===== config.mk =====
export PLATFORM = sky130hd
export DESIGN_NAME = uart_rx
export DESIGN_NICKNAME = d
export VERILOG_FILES = /design/src/rtl/uart_rx.sv
export SDC_FILE = /design/constraint.sdc
export NUM_CORES = 1
export LEC_CHECK = 0
export CAP_MARGIN = 20
export CORE_MARGIN = 3
export CORE_UTILIZATION = 55
export CTS_BUF_LIST = sky130_fd_sc_hd__clkbuf_16
export CTS_CLUSTER_DIAMETER = 30
export CTS_CLUSTER_SIZE = 10
export DETAILED_ROUTE_END_ITERATION = 16
export PLACE_DENSITY = 0.91
export SYNTH_ARGS = -nofsm -noshare
export SYNTH_HDL_FRONTEND = slang
export SYNTH_SLANG_ARGS = --single-unit

===== constraint.sdc =====
create_clock -name i_clk -period 2.45 [get_ports i_clk]
set_input_delay 0.3675 -clock i_clk [delete_from_list [all_inputs] [get_ports i_clk]]
set_output_delay 0.3675 -clock i_clk [all_outputs]
set_load 0.005 [all_outputs]

===== src/rtl/uart_rx.sv =====
// 8-bit oversampling UART receiver (8N1, LSB first) with valid/ready output.
// Define UART_RX_PARITY_EN to add a parity bit between data and stop.
module uart_rx #(
    parameter int Oversample = 16,
    parameter int DivWidth   = 16
) (
    input  logic                i_clk,
    input  logic                i_rst,
    input  logic [DivWidth-1:0] i_clk_div,
    input  logic                i_rx,
`ifdef UART_RX_PARITY_EN
    input  logic                i_parity_odd,
    output logic                o_parity_err,
`endif
    output logic [7:0]          o_data,
    output logic                o_valid,
    input  logic                i_ready,
    output logic                o_busy,
    output logic                o_frame_err,
    output logic                o_overrun
);

    localparam int IdxW = (Oversample > 1) ? $clog2(Oversample) : 1;
    localparam logic [IdxW-1:0] MidIdx  = IdxW'(Oversample / 2 - 1);
    localparam logic [IdxW-1:0] LastIdx = IdxW'(Oversample - 1);

    typedef enum logic [2:0] {
        IDLE,
        START,
        DATA,
`ifdef UART_RX_PARITY_EN
        PARITY,
`endif
        STOP
    } state_t;

    state_t state, state_nxt;

    logic                rx_m, rx_s, rx_prev;
    logic [DivWidth-1:0] div_q, cnt;
    logic [IdxW-1:0]     idx;
    logic [2:0]          bit_cnt;
    logic [7:0]          shreg;
    logic                tick, mid;
    logic                start_go, shift, stop_smp;
    logic                frm_bad, par_bad, byte_done;

    assign tick   = (cnt == div_q);
    assign mid    = tick && (idx == MidIdx);
    assign o_busy = (state != IDLE);

    always_comb begin
        state_nxt = state;
        start_go  = 1'b0;
        shift     = 1'b0;
        stop_smp  = 1'b0;
        case (state)
            IDLE: begin
                // Only a 1->0 transition starts a frame; a stuck-low line does not.
                if (rx_prev && !rx_s) begin
                    state_nxt = START;
                    start_go  = 1'b1;
                end
            end
            START: if (mid) state_nxt = rx_s ? IDLE : DATA;
            DATA: begin
                if (mid) begin
                    shift = 1'b1;
                    if (bit_cnt == 3'd7) begin
`ifdef UART_RX_PARITY_EN
                        state_nxt = PARITY;
`else
                        state_nxt = STOP;
`endif
                    end
                end
            end
`ifdef UART_RX_PARITY_EN
            PARITY: if (mid) state_nxt = STOP;
`endif
            STOP: begin
                if (mid) begin
                    stop_smp  = 1'b1;
                    state_nxt = IDLE;
                end
            end
            default: state_nxt = IDLE;
        endcase
    end

    always_ff @(posedge i_clk) begin
        if (i_rst) state <= IDLE;
        else       state <= state_nxt;
    end

`ifdef UART_RX_PARITY_EN
    logic par_bit;
    assign par_bad = stop_smp && ((^shreg ^ par_bit) != i_parity_odd);

    always_ff @(posedge i_clk) begin
        if (i_rst) begin
            par_bit      <= 1'b0;
            o_parity_err <= 1'b0;
        end else begin
            if (state == PARITY && mid) par_bit <= rx_s;
            o_parity_err <= par_bad;
        end
    end
`else
    assign par_bad = 1'b0;
`endif

    assign frm_bad   = stop_smp && !rx_s;
    assign byte_done = stop_smp && rx_s && !par_bad;

    always_ff @(posedge i_clk) begin
        if (i_rst) begin
            rx_m        <= 1'b1;
            rx_s        <= 1'b1;
            rx_prev     <= 1'b1;
            div_q       <= '0;
            cnt         <= '0;
            idx         <= '0;
            bit_cnt     <= '0;
            shreg       <= '0;
            o_data      <= '0;
            o_valid     <= 1'b0;
            o_frame_err <= 1'b0;
            o_overrun   <= 1'b0;
        end else begin
            rx_m    <= i_rx;
            rx_s    <= rx_m;
            rx_prev <= rx_s;

            // Divider is latched per frame so mid-frame rate changes cannot skew it.
            if (start_go) begin
                cnt     <= '0;
                idx     <= '0;
                bit_cnt <= '0;
                div_q   <= i_clk_div;
            end else if (state != IDLE) begin
                if (tick) begin
                    cnt <= '0;
                    idx <= (idx == LastIdx) ? '0 : idx + 1'b1;
                end else begin
                    cnt <= cnt + 1'b1;
                end
            end

            if (shift) begin
                shreg   <= {rx_s, shreg[7:1]};
                bit_cnt <= bit_cnt + 1'b1;
            end

            o_frame_err <= frm_bad;
            o_overrun   <= 1'b0;
            if (byte_done) begin
                // A simultaneous accept frees the slot, so the new byte replaces the old.
                if (!o_valid || i_ready) begin
                    o_data  <= shreg;
                    o_valid <= 1'b1;
                end else begin
                    o_overrun <= 1'b1;
                end
            end else if (o_valid && i_ready) begin
                o_valid <= 1'b0;
            end
        end
    end

endmodule


### After elaboration in Yosys (flattened, before gate mapping)

Cells that the tools add are included.

| cells by class | value |
|---|---|
| add/sub/neg operators | 3 |
| shifts and indexed selects | 0 |
| reductions and logical operators | 18 |
| multiply operators | 0 |
| div/mod/pow operators | 0 |
| bitwise gates (word level) | 1 |
| magnitude comparators | 0 |
| equal/unequal tests | 13 |
| multiplexer cells | 20 |

Operators by type and width:

| cell | count |
|---|---|
| 3-bit 2-to-1 mux | 7 |
| 16-bit by 1-bit adder with 16-bit output, second input constant | 1 |
| 16-bit == test | 1 |
| 16-bit 2-to-1 mux | 1 |
| 3-bit case mux with 4 select lines | 1 |
| 2-bit inequality test, second input constant | 5 |
| 1-bit 2-to-1 mux | 9 |
| 3-bit by 2-bit == test with 1-bit output, second input constant | 2 |
| 2-bit AND reduction | 3 |
| 1-bit logical AND | 5 |
| 5-bit AND reduction | 1 |
| 4-bit by 1-bit adder with 4-bit output, second input constant | 1 |
| 4-bit by 3-bit == test with 1-bit output, second input constant | 1 |
| 4-bit == test, second input constant | 1 |
| 4-bit 2-to-1 mux | 1 |
| 2-bit nonzero test | 2 |
| 2-bit OR reduction | 2 |
| 3-bit by 1-bit adder with 3-bit output, second input constant | 1 |
| 3-bit by 1-bit == test with 1-bit output, second input constant | 1 |
| 3-bit == test, second input constant | 1 |
| 3-bit zero test | 1 |
| 3-bit nonzero test | 1 |
| 1-bit zero test | 2 |
| 2-bit 2-to-1 mux | 1 |
| 3 further kinds | 3 |

| word-level totals | value |
|---|---|
| bits in latches | 0 |
| word-level logic and storage cells | 68 |
| output and inout port bits | 12 |
| flip-flop bits (word level) | 64 |
| ROM bits | 0 |
| bits of input ports | 20 |
| memories | 0 |
| bits in writable memories | 0 |

### Logic depth before layout (Yosys ltp)

| depth | value |
|---|---|
| word-level depth | 7 |
| mapped depth | 7 |
| mapped depth without buffers | 6 |

### Least setup slack after synthesis

OpenSTA, ideal clock, no wires.

| timing | value |
|---|---|
| path kind | reg-to-reg |
| start point | reg cnt[5] |
| end point | reg state[1] |
| period minus slack after synthesis | 1703 ps |
| library setup time | 121 ps |
| arrival time | 1582 ps |
| path buffers | 1 |
| cell stages (with the launch flop) | 7 |
| slack | 747 ps |
| path through | dfxtp_1 xor2_1 nor4_2 and4_1 buf_6 nand3_1 mux2_4 |

| between the ends | value |
|---|---|
| longest elaborated chain between the ends | 4 |
| elaborated cells between the ends (all ways) | 6 |
| classes of those cells | eq/ne: 4; reduce/logical: 2 |

RTL lines:

| element | line | RTL |
|---|---|---|
| from (decl) | 40 | `logic [DivWidth-1:0] div_q, cnt;` |
| from (signal assigned) | 146 | `cnt <= cnt + 1'b1;` |
| 16-bit == test (*) | 48 | `assign tick = (cnt == div_q);` |
| 1-bit logical AND (*) | 49 | `assign mid = tick && (idx == MidIdx);` |
| 2-bit inequality test (no source line) | n/a |  |
| 5-bit AND reduction (no source line) (*) | n/a |  |
| to (signal assigned) | 93 | `else state <= state_nxt;` |
| to (decl) | 37 | `state_t state, state_nxt;` |

Every way passes the cells marked *; elsewhere a longest branch is shown, timed or not.
A chain may end at the register's enable or synchronous reset.

### Worst setup path in the final report

| timing | value |
|---|---|
| start point | reg state[0] |
| end point | out o_busy |

| between the ends | value |
|---|---|
| longest elaborated chain between the ends | 1 |

RTL lines:

| element | line | RTL |
|---|---|---|
| 3-bit nonzero test | 50 | `assign o_busy = (state != IDLE);` |
| to (decl) | 18 | `output logic o_busy,` |

Every way passes these cells.

==> results_dict.tcl <==
set metrics [dict create \
    cts-root-buf "clkbuf_16" \
    nFillCells 369 \
    grt_overflow 0 \
    cp-start-kind "flip-flop" \
    worst_slew_pin_slew_ns 0.5327 \
    finalMaxSlewViolations 0 \
    layout_setup_ws_ns 0.2369 \
    antenna_found_initial 0 \
    cts_resized 0 \
    syn2layout_area_growth_pct 24.68 \
    post-cts-setup-buffer-count 0 \
    ys_warn_count 0 \
    fin_cells 401 \
    synth-edff-count 0 \
    cts_tree "built" \
    outcome "completed" \
    max-slew-margin-rel_pct 64.22 \
    synth_flop_cell "dfxtp_1" \
    dp_cells 385 \
    peakVddDrop_v 0.0005016 \
    core.rowCount 25 \
    timing.final.crit_share_pct 90.33 \
    drive_gt1_share_pct 10.78 \
    drt_iter0_markers 105 \
    cts_buffers 9 \
    cts_hold_buf 0 \
    slowest_delay_ns 0.49 \
    leakagePower_nw 1.469 \
    netlist_instances 295 \
    gp_congestion 0.8053 \
    grt_pass1_vias 2125 \
    io_buffers 31 \
    hp-class "flip-flop to flip-flop" \
    htree_levels 3 \
    grt_pass1_wl_mm 9.832 \
    critPathArrivalTime_ns 1.85 \
    grt_setup_unrepaired "no" \
    clock-sinks 63 \
    layout_common_cells "dfxtp_1, nand2_1, clkdlybuf4s50_1" \
    synthArstFlopShare_pct 0 \
    finalClockSkew_ns 0.006733 \
    finalCriticalPeriod_ns 2.213 \
    place_ws_ns 0.3388 \
    post_drt_wl_per_cell_um 14.39 \
    max_freq_mhz 451.9 \
    syn_area_mm2 0.002753 \
    setup.worst_path.end_class "output pin" \
    vias_per_cell 5.362 \
    fp.coreArea_mm2 0.004786 \
    path_class "flip-flop to output pin" \
    fin_nets 353 \
    die_w_um 76.75 \
    required_ns 2.08 \
    crit_path_max_fanout 13 \
    io_pins 32 \
    critPathSlowestCell "clkdlybuf4s50_1" \
    vias 2150 \
    cts_buffer_depth 2 \
    cts.clk_slew.worst_paths_ns 0.05 \
    die_h_um 76.75 \
    synth-seq-area-share_pct 45.82 \
    hold_ws_ns 0.4187 \
    maxCapViolations 0 \
    drt_pre_antenna_iters 4 \
    grt_max_degree 28 \
    ant_nets 0 \
    ys_seq_elements 63 \
    grt_usage_pct 21.06 \
    postSynthNetCount 319 \
    yosysUniqueCellTypes 44 \
    final_common_cell "dfxtp_1" \
    clkLatencyLatePin_ns 0.33 \
    avgSynthCellArea_um2 9.331 \
    setup_viol 0 \
    dp_hpwl_mm 3.881 \
    power_density_mw_per_mm2 735.1 \
    drc 0 \
    n_antenna_cell 0 \
    fin_tns_setup_ns 0 \
    die-area_mm2 0.005890 \
    hold_violations 0 \
    floorplan.initialDensity_pct 57.52 \
    drt-total-wl_mm 5.771 \
    cp_cell_sequence "nor2_2 > inv_2 > clkdlybuf4s50_1" \
]
-- layout make-up --
type                       count  area [µm²]  share of cell area, %
multi-input combinational    215        1408                  41.01
clock inverter                 7       87.58                  2.552
clock buffer                   9       225.2                  6.562
timing repair buffer          37       355.3                  10.35
sequential                    63        1261                  36.75
inverter                       3       11.26                 0.3281
tap                           67       83.83                  2.443
-- metrics by stage --
step                      instance area, µm²  utilization (%)  total power [mW]
after detailed placement                3119            65.18             1.228
final                                   3432            71.71             2.523
after global placement                  3119            65.18             1.224
after global routing                    3432            71.71             2.605
after CTS                               3432            71.71             2.541
after floorplan                         2753                -             1.175
-- cells by family after synthesis --
kind of cell / share of synthesized area (%)
DFF: 45.82
muxes: 7.454
buffers and inverters: 3.045
xor gates and xnor gates: 9.228
and+or+nand+nor: 25.96
AOI/OAI and AO/OA: 6.682
adders and majority gates: 1.818
-- flip-flops by register name (all words and copies together) (netlist names), 2 cells and up --
register  flops
state         2
cnt          16
div_q        16
idx           4
shreg         8
o_data        8
bit_cnt       3
-- final timing paths --
path / from / endpoint / slack, ns / depth (start not counted)
setup / recovery: state[0] / o_busy / 0.24 / 3
hold / removal: rx_m / rx_s / 0.42 / 1
setup reg to reg: cnt[1] / shreg[7] / 0.32 / 6
hold reg to reg: rx_m / rx_s / 0.42 / 1
-- cell usage after synthesis (2+ instances only) --
cell type | n | share of area, %
dfxtp_1 | 63 | 46
nand2_1 | 44 | 6.0
xor2_1 | 27 | 8.6
a21oi_1 | 22 | 4.0
nand2b_1 | 21 | 4.8
mux2i_1 | 19 | 6.9
nor2_1 | 19 | 2.6
clkbuf_1 | 10 | 1.4
nand3_1 | 9 | 1.6
nand4_1 | 7 | 1.6
ha_1 | 4 | 1.8
nor2b_1 | 4 | 0.91
or2_2 | 4 | 0.91
and3_1 | 3 | 0.68
nor4_2 | 3 | 1.4
o21ai_0 | 3 | 0.55
and4_1 | 2 | 0.64
buf_6 | 2 | 0.82
inv_1 | 2 | 0.27
nor3_1 | 2 | 0.36
xnor2_1 | 2 | 0.64
-- power breakdown --
group / internal [mW] / switching, mW
combinational: 0.0717 / 0.0858
clock: 0.881 / 0.433
sequential: 1.04 / 0.0124
-- worst max-delay path: cells and delay by family, from the launching register on --
kind,cells,cell delay (ns)
buffers and inverters,2,0.69
and+or+nand+nor,1,0.44
DFF,1,0.39
-- routing by layer --
| layer | global-route usage, % | up-vias | wire, µm |
|---|---|---|---|
| met1 | 23.49 | 1032 | 2459 |
| li1 | - | 1070 | - |
| met4 | 10.33 | 0 | 90 |
| met5 | 0 | - | 0 |
| met2 | 35.80 | 38 | 3003 |
| met3 | 7.042 | 10 | 218 |
Note: power is estimated with default switching activity, not from simulation.
